--- config.mk ---
export PLATFORM = sky130hd
export DESIGN_NAME = jk_excite_driver
export DESIGN_NICKNAME = d
export VERILOG_FILES = /design/src/rtl/jk_excite_driver.sv
export SDC_FILE = /design/constraint.sdc
export NUM_CORES = 1
export LEC_CHECK = 0
export ABC_AREA = 1
export BUFFER_PORTS_ARGS = -buffer_cell sky130_fd_sc_hd__buf_2
export CAP_MARGIN = 0
export CELL_PAD_IN_SITES_DETAIL_PLACEMENT = 2
export CELL_PAD_IN_SITES_GLOBAL_PLACEMENT = 2
export CORE_ASPECT_RATIO = 0.7
export CORE_MARGIN = 5
export CORE_UTILIZATION = 37
export DETAILED_ROUTE_END_ITERATION = 10
export MAX_ROUTING_LAYER = met4
export PLACE_DENSITY_LB_ADDON = 0.1
export SETUP_SLACK_MARGIN = 0.3
export SLEW_MARGIN = 15
export SYNTH_ARGS = -nofsm -noshare
export SYNTH_HDL_FRONTEND = slang
export SYNTH_SLANG_ARGS = --single-unit
--- constraint.sdc ---
create_clock -name clk -period 7.8 [get_ports clk]
set_clock_uncertainty 0.1 [all_clocks]
set_input_delay 0.78 -clock clk [delete_from_list [all_inputs] [get_ports clk]]
set_output_delay 0.78 -clock clk [all_outputs]
set_load 0.02 [all_outputs]
--- src/rtl/jk_excite_driver.sv ---
// rtl/jk_excite_driver.sv - FIFO-fed JK register driver computing per-bit J/K excitation toward queued targets
// Define JK_TOGGLE_EN to resolve excitation don't-cares as toggles (J=K=1 on changing bits).
module jk_excite_driver #(
  parameter int WIDTH = 8,
  parameter int DEPTH = 4,
  parameter int CNT_W = 16
) (
  input  logic                     clk,
  input  logic                     rst,
  input  logic                     tgt_valid,
  output logic                     tgt_ready,
  input  logic [WIDTH-1:0]         tgt_data,
  input  logic                     hold,
  output logic [WIDTH-1:0]         j_out,
  output logic [WIDTH-1:0]         k_out,
  output logic [WIDTH-1:0]         q,
  output logic [WIDTH-1:0]         q_bar,
  output logic                     upd_valid,
  output logic [$clog2(DEPTH):0]   fifo_cnt,
  output logic [CNT_W-1:0]         flip_cnt
);

  localparam int AW   = $clog2(DEPTH);
  localparam int PC_W = $clog2(WIDTH + 1);
  localparam logic [AW:0] FULL = (AW + 1)'(DEPTH);

  logic [WIDTH-1:0] mem [DEPTH];
  logic [AW-1:0]    wr_ptr;
  logic [AW-1:0]    rd_ptr;

  logic             push;
  logic             pop;
  logic [WIDTH-1:0] head;
  logic [WIDTH-1:0] diff;
  logic [WIDTH-1:0] j_next;
  logic [WIDTH-1:0] k_next;
  logic [WIDTH-1:0] q_next;
  logic [PC_W-1:0]  pc;
  logic [CNT_W:0]   flip_sum;
  logic [CNT_W-1:0] flip_next;

  // No look-ahead on a same-edge pop: a full FIFO always refuses.
  assign tgt_ready = (fifo_cnt < FULL);
  assign push      = tgt_valid && tgt_ready;
  assign pop       = (fifo_cnt != '0) && !hold;
  assign head      = mem[rd_ptr];
  assign diff      = q ^ head;
  assign q_bar     = ~q;

  always_comb begin
    j_next = '0;
    k_next = '0;
`ifdef JK_TOGGLE_EN
    j_next = diff;
    k_next = diff;
`else
    j_next = ~q & head;
    k_next = q & ~head;
`endif
  end

  // JK characteristic: 00 hold, 01 clear, 10 set, 11 toggle.
  always_comb begin
    q_next = q;
    for (int i = 0; i < WIDTH; i++) begin
      case ({j_next[i], k_next[i]})
        2'b01:   q_next[i] = 1'b0;
        2'b10:   q_next[i] = 1'b1;
        2'b11:   q_next[i] = ~q[i];
        default: q_next[i] = q[i];
      endcase
    end
  end

  always_comb begin
    pc = '0;
    for (int i = 0; i < WIDTH; i++) begin
      pc = pc + PC_W'(diff[i]);
    end
    flip_sum  = {1'b0, flip_cnt} + (CNT_W + 1)'(pc);
    flip_next = flip_sum[CNT_W] ? {CNT_W{1'b1}} : flip_sum[CNT_W-1:0];
  end

  // Storage has no reset; pointers and count define what is valid.
  always_ff @(posedge clk) begin
    if (push) begin
      mem[wr_ptr] <= tgt_data;
    end
  end

  always_ff @(posedge clk) begin
    if (rst) begin
      wr_ptr    <= '0;
      rd_ptr    <= '0;
      fifo_cnt  <= '0;
      q         <= '0;
      j_out     <= '0;
      k_out     <= '0;
      upd_valid <= 1'b0;
      flip_cnt  <= '0;
    end else begin
      if (push) begin
        wr_ptr <= wr_ptr + AW'(1);
      end
      if (pop) begin
        rd_ptr <= rd_ptr + AW'(1);
      end
      case ({push, pop})
        2'b10:   fifo_cnt <= fifo_cnt + (AW + 1)'(1);
        2'b01:   fifo_cnt <= fifo_cnt - (AW + 1)'(1);
        default: fifo_cnt <= fifo_cnt;
      endcase
      if (pop) begin
        q         <= q_next;
        j_out     <= j_next;
        k_out     <= k_next;
        upd_valid <= 1'b1;
        flip_cnt  <= flip_next;
      end else begin
        j_out     <= '0;
        k_out     <= '0;
        upd_valid <= 1'b0;
      end
    end
  end

endmodule

======== Word level (Yosys, flattened, before mapping) ========
Memory sizes are Yosys's and may differ from the RTL's. A register that Yosys moved wholly into a read port is not among the register bits.
Cells that the tools add are included.
operators by class
  multiply operators ...................... 0
  muxes and demuxes ....................... 15
  shift operators ......................... 0
  magnitude comparators ................... 1
  eq/ne operators ......................... 26
  div/mod/pow operators ................... 0
  bitwise gates (word level) .............. 14
  $add $sub $neg .......................... 12
  reduce and logical (&&, ||, !) cells .... 22
operators with widths
  operator             count
  $eq 2x2->1 const B   17
  $reduce_bool 3->1    9
  $pmux 1 s3           8
  $eq 2x1->1 const B   9
  $add 16x4->17        1
  $add 4x1->4          4
  $and 8x8->8          2
  $mux 16              1
  $not 8->8            2
  $reduce_and 2->1     8
  $not 1->1            9
  $xor 8x8->8          1
  $pmux 3 s2           1
  $add 2x1->2 const B  2
  $add 3x1->4          1
  $mux 2               2
  $add 2x1->3          1
  $add 3x1->3 const B  1
  $lt 3x3->1 const B   1
  $mux 1               3
  $sub 3x1->3 const B  1
  $add 1x1->2          1
  $logic_and 1x1->1    2
  $reduce_bool 2->1    1
  other kinds (2)      2
word-level totals
  output and inout port bits .............. 53
  RAM bits ................................ 32
  ROM bits ................................ 0
  register bits ........................... 48
  latch bits .............................. 0
  input bits .............................. 12
  logic and storage cells ................. 106
  memories ................................ 1
memory list
  memory  depth  width  rd ports  clocked after Yosys merged registers in  write ports  line  source
  mem     4      8      1         1                                        1            27    logic [WIDTH-1:0] mem [DEPTH];

======== Logic depth before layout (Yosys ltp) ========
Gate-level depths: netlist (run 1).
  depth after elaboration ................. 10
  gate-level depth with buffers ........... 23
  depth with buffers taken out ............ 21

======== Least setup slack after synthesis (run 1) ========
No wires, ideal clock.
  path type ............................... reg-to-reg
  from .................................... reg (tool-made name)
  to ...................................... reg flip_cnt[15]
  period minus slack after synthesis ...... 4.524 ns
  library setup time ...................... 0.056 ns
  data required time ...................... 7.644 ns
  path slack .............................. 3.276 ns
  buffers on the path ..................... 3
  cell stages (with the launch flop) ...... 24
  arrival time ............................ 4.368 ns
  path through ............................ dfxtp_1 > clkbuf_1 > inv_1 > buf_2 > nand2_1 > a32oi_1 > ha_1 > inv_1 > fa_1 > fa_1 > inv_1 > fa_1 > fa_1 > inv_1 > fa_1 > nand3_1 > nand3_1 > nand2_2 > nor2_4 > nand3_2 > buf_6 > nand3_1 > nand2_1 > inv_1
RTL lines
  item                    line  source
  end signal: assignment  118   flip_cnt <= flip_next;
  end: declaration        20    output logic [CNT_W-1:0] flip_cnt

==> summary.txt, run 1 <==
nets - 535
Min-Delay Path Depth - 1
Area Overhead vs Synth - 18.9%
Synth Area in Simple Gates - 16.7%
clk sinks - 82
ANT nets after route - 0
largest family of logic cells by synthesized area - simple AND/OR/NAND/NOR gates
Worst Path Buf+Inv - 5
Core Region - 10,200 um2
RR Endpoint - flip_cnt[13]
clk buf depth - 2
n_diodes - 0
Worst VDD drop - 195 uV
flop-to-flop setup slack - 2390 ps
multiplexer area fraction after synthesis - 0%
CTS Hold Bufs - 0
Buffers on Ports - 64
postcts setup bufs - 0
Min Clock Period, post-route - 5410 ps
XOR/XNOR share of the synthesized area - 0.684%
drt wl/cell - 17.5 um
vias per cell - 4.97
Synth Register Bits - 82
Core Rows - 31
Netlist Area Pre-Place - 3840 um2
Slowest cell on crit path - dfxtp_1
initial antenna violation count - 0
first-pass GRT wire length - 17,800 um
leading area contributor after synthesis - dfxtp_1
fraction of layout instances using a drive strength above 1 - 18.6%
Max-slew headroom - 42.1%
final wirelength - 11,000 um
most common library cells after synthesis - inv_1, nand2_1, dfxtp_1, edfxtp_1, nor2_1
Synth area leaders - dfxtp_1, edfxtp_1, ha_1
register area share after synthesis - 51.0%
htree depth - 3
element type at the critical path end - flop
TritonCTS Buffers - 9
Die X - 132 um
initial detailed-routing violation count - 122
vias in the first global route - 3,391
multi-input logic area - 1500 um2
Synth Area per Inst - 9.02 um2
# IOs - 65
crit share post-route - 69.3%
Pwr Density - 398 nW/um2
Final Hold Viols - 0
# setup viols final - 0
CTS tree - done
first-pass iteration count of the detailed router - 4
kind of critical path - reg2reg
worst-margin pin slew - 866 ps
Layout Utilization - 44.6%
critical path arrival - 5590 ps
setup_tns - 0 ps
DRC violations left - 0
HPWL Detailed - 8400 um
CP Launch Type - flop
run status - completed
P_leak - 2.09 nW
crit path max fanout - 17
crit-path cells - inv_1 -> nand2_1 -> a32oi_1 -> ha_1 -> inv_1 -> fa_1 -> fa_1 -> inv_1 -> fa_1 -> fa_1 -> inv_1 -> fa_1 -> nand3_1 -> nand3_1 -> nand2_2 -> nor2_4 -> nand3_2 -> nand3_1 -> nand2_1 -> inv_1
Fillers - 1,154
Vias - 3,119
total gr overflow - 0
complex-gate fraction of the synthesized area - 9.80%
Hold Crit Class - reg2reg
post-CTS resize count - 0
Die Area - 12,600 um2
Reg2Reg Depth - 20
Max-Cap Viols - 0
Main synth FF type - dfxtp_1
clock root buffer - clkbuf_16
unrepaired setup endpoints after global routing - no
fraction of registers with async set/reset - 0%
Synth top area share - 26.0%
largest net degree at the start of global routing - 24
Synth Warn # - 0
Post-synth EDFFs - 32
Clk pin slew, worst setup/hold paths - 60 ps
clock insertion delay at the later pin of the skew report - 340 ps
Reg area - 1960 um2
Gate Count Post-Synth - 426
Unique masters post-synth - 27
GPL Wtd Cong - 0.741
WP data required - 7990 ps
count leader, synth - inv_1
Pins Over Slew Limit - 0
maximum clock frequency - 185 MHz
critical path's largest stage delay - 690 ps
Initial Utilization - 37.5%
Die Y - 95.3 um
Hold Crit Start - fifo_cnt[0]
post-synthesis adder-cell area fraction - 11.9%
Post-Syn Nets - 471
Top delay family on crit path - adder cells
Worst Hold Endpoint - fifo_cnt[0]
GRT Util Overall - 18.7%
-- where the power goes --
part	switching (W)	internal [W]	total, W	leakage [nW]
clock network	0.000181	0.000250	0.000432	0.144
logic	0.000530	0.000302	0.000831	1.24
registers	0.0000459	0.000511	0.000557	0.700
total	0.000757	0.00106	0.00182	2.09
-- sequential cells by signal (all words and copies together), names as in the netlist, named ones only --
register	count
fifo_cnt	3
flip_cnt	16
j_out	8
k_out	8
mem	32
q	8
rd_ptr	2
upd_valid	1
wr_ptr	2
-- cell usage in the layout, fill, tap and decap left out --
master / n
dfxtp_1: 50
clkinv_4: 2
o21ai_1: 2
fa_1: 6
nor2_4: 2
nand2_1: 75
inv_6: 2
nor2_1: 32
nand4_1: 9
or2_2: 4
bufinv_16: 1
buf_2: 64
clkinv_1: 1
xnor2_1: 2
nand3_2: 1
a21oi_1: 31
o21bai_1: 2
clkbuf_16: 9
o21ai_0: 18
nand3_1: 20
inv_1: 83
xor2_1: 1
a31oi_1: 3
clkinvlp_4: 1
a21oi_2: 2
a32oi_1: 8
edfxtp_1: 32
nand2_2: 3
ha_1: 27
buf_4: 1
nand3b_1: 1
-- area by class of cell --
class	instances	area share, %
Clock inverter	7	1.67
Tap cell	132	3.61
Sequential cell	82	42.9
Timing Repair Buffer	65	7.17
Multi-Input combinational cell	249	32.9
Inverter	83	6.82
Clock buffer	9	4.93
-- routing by layer --
metal,global-route usage [%],wire (um),up-vias
met5,-,0,-
li1,-,-,1499
met1,24.1,5350,1550
met4,5.22,152,0
met2,29.9,5030,56
met3,4.38,444,14
-- metrics by stage --
step / area, um2 / cells / power [W] / setup WS [ps] / hold slack (ps)
2_1_floorplan: 3840 / 426 / 0.00116 / 3280 / 342
3_3_place_gp: 4270 / 611 / 0.00137 / 2660 / 357
3_5_place_dp: 4270 / 611 / 0.00141 / 2380 / 388
4_1_cts: 4570 / 627 / 0.00186 / 2360 / 404
5_1_grt: 4570 / 627 / 0.00198 / 1970 / 431
6_report: 4570 / 627 / 0.00182 / 2390 / 393
-- cells by family (layout without fill, tap and decap cells) --
| group | after synthesis | in the layout |
|---|---|---|
| flip-flops | 82 | 82 |
| adder cells (fa/ha/maj) | 33 | 33 |
| AND/OR/NAND/NOR | 147 | 147 |
| buffers and inverters | 95 | 164 |
| XOR/XNOR | 3 | 3 |
| AO/OA/AOI/OAI | 66 | 66 |
-- how the worst max path moves through the flow --
stage,startpoint,endpoint,slack [ps],cells after the start
floorplan,flop,flip_cnt[15],3280,23
global placement,flop,flip_cnt[15],2660,20
detailed placement,flop,flip_cnt[13],2380,20
CTS,flop,flip_cnt[13],2360,20
global route,flop,flip_cnt[9],1970,20
finish,flop,flip_cnt[13],2390,20
Note: power is estimated with default switching activity, not from simulation.
==> run 2: changes to the inputs <==
--- a/config.mk
+++ b/config.mk
@@ -12,7 +12,7 @@
 export CELL_PAD_IN_SITES_GLOBAL_PLACEMENT = 2
 export CORE_ASPECT_RATIO = 0.7
 export CORE_MARGIN = 5
-export CORE_UTILIZATION = 37
+export CORE_UTILIZATION = 31
 export DETAILED_ROUTE_END_ITERATION = 10
 export MAX_ROUTING_LAYER = met4
 export PLACE_DENSITY_LB_ADDON = 0.1
==> constraint.sdc (replaced) <==
create_clock -name clk -period 4.39 [get_ports clk]
set_clock_uncertainty 0.1 [all_clocks]
set_input_delay 0.439 -clock clk [delete_from_list [all_inputs] [get_ports clk]]
set_output_delay 0.439 -clock clk [all_outputs]
set_load 0.02 [all_outputs]
==> summary.txt, run 2 (same netlist as run 1, synthesis figures left out) <==
Worst Hold Endpoint - mem[2][7]
Buffers on Ports - 64
Worst VDD drop - 329 uV
final instance area - 4860 um2
total gr overflow - 0
first-pass GRT wire length - 18,500 um
WL met1 - 5850 um
TritonCTS Buffers - 9
fraction of layout instances using a drive strength above 1 - 26.7%
Vias - 3,117
Die X - 143 um
Core Rows - 34
drt wl/cell - 17.1 um
max reg flops - 32
Area Overhead vs Synth - 26.5%
DRC violations left - 0
clock insertion delay at the later pin of the skew report - 340 ps
clock root buffer - clkbuf_16
Hold Crit Start - tgt_data[7]
Initial Utilization - 31.3%
P_leak - 2.23 nW
# IOs - 65
GPL Wtd Cong - 0.802
Reg area - 1970 um2
ANT nets after route - 0
nets - 554
worst-margin pin slew - 925 ps
largest net degree at the start of global routing - 24
htree depth - 3
critical path arrival - 4280 ps
maximum clock frequency - 241 MHz
Clk pin slew, worst setup/hold paths - 60 ps
setup_tns - 0 ps
clk buf depth - 2
Die Area - 14,800 um2
Min Clock Period, post-route - 4150 ps
kind of critical path - reg2reg
GRT Util Overall - 17.1%
clk sinks - 82
top routing layer used - met4
crit share post-route - 94.4%
most common cell after layout, fill and taps aside - inv_1
vias in the first global route - 3,361
Top reg by flops - mem
Die Y - 103 um
Fillers - 1,368
met2 routed WL - 5120 um
multi-input logic area - 1580 um2
Hold Crit Class - in2reg
crit path max fanout - 7
CTS tree - done
Placed Cells - 649
CP Launch Type - flop
run status - completed
initial antenna violation count - 0
Max-Cap Viols - 0
initial detailed-routing violation count - 106
WP data required - 4520 ps
vias per cell - 4.61
Pwr Density - 736 nW/um2
n_diodes - 0
Final Hold Viols - 0
Pins Over Slew Limit - 0
# setup viols final - 0
Core Region - 12,300 um2
most frequent cells in the layout - inv_1, nand2_1, buf_2, dfxtp_1, edfxtp_1
first-pass iteration count of the detailed router - 5
final wirelength - 11,600 um
RR Endpoint - flip_cnt[14]
Post-Layout Cell Count - 676
unrepaired setup endpoints after global routing - yes
flop-to-flop setup slack - 240 ps
element type at the critical path end - flop
Min-Delay Path Depth - 1
HPWL Detailed - 8680 um
area post-placement - 4400 um2
Routed met3 length - 471 um
Reg2Reg Depth - 22
Max-slew headroom - 38.1%
largest registers - mem x32, flip_cnt x16
==> run 2: cell count changes in the layout (fill, tap and decap cells not counted), moves of 5 or more <==
cell / before / now
inv_1: 83 / 77
nand2_2: 3 / 8
inv_2: 0 / 5
buf_4: 1 / 18
nand2_1: 75 / 70
nand3_1: 20 / 13
nand3_2: 1 / 8
==> run 2: repair_timing <==
item,4_1_cts,5_1_grt
setup endpoints to repair,16,16
buffers inserted,10,1
gates resized for setup,11,9
hold buffers,0,0
pin swaps,8,3
==> run 2: metrics by stage <==
stage	hold WS, ps	setup slack, ps	utilization (%)	power, W
after global placement	359	98.3	35.8	0.00256
after floorplan	342	257	-	0.00211
final	228	244	39.5	0.00358
after global routing	214	47.0	39.5	0.00387
after detailed placement	369	-132	35.8	0.00262
after CTS	215	252	39.3	0.00363
==> run 2: worst max-delay path, cell delays in order, from the launching register on <==
cell and delay [ps]:
dfxtp_4 380, inv_6 80, nand2_1 60, a32oi_2 190, ha_1 280, inv_2 70, fa_1 430, fa_1 500
inv_1 50, fa_1 450, fa_2 360, inv_2 70, fa_2 200, nand3_2 90, nand3_2 100, nand2_2 70
nor2_4 130, buf_4 120, nand2_1 50, nand2_1 70, nand3_1 70, nand2_1 60, inv_1 50
==> run 2: final cells by class <==
class	count	share of cell area [%]
Inverter	83	6.51
Sequential cell	82	40.4
Clock inverter	7	1.93
Clock buffer	9	4.63
Timing Repair Buffer	84	9.83
Tap cell	162	4.17
Multi-Input combinational cell	249	32.5
==> run 2: worst max path at each step <==
stage,from,end,slack (ps),depth (start not counted)
after global placement,flop,flip_cnt[9],100,20
final,flop,flip_cnt[14],240,22
after CTS,flop,flip_cnt[15],250,21
after floorplan,flop,flip_cnt[10],260,21
after detailed placement,flop,flip_cnt[9],-130,20
after global routing,flop,flip_cnt[14],50,22
==> run 2: routing by layer <==
layer | track usage (%) | up-vias
li1 | - | 1538
met1 | 23.1 | 1515
met2 | 25.5 | 52
met3 | 4.40 | 12
met4 | 4.46 | 0
met5 | - | -
==> run 2: power breakdown <==
group / switching [W] / total [W] / internal (W)
logic: 0.00106 / 0.00178 / 0.000718
clock network: 0.000312 / 0.000809 / 0.000497
registers: 0.0000792 / 0.000989 / 0.000910
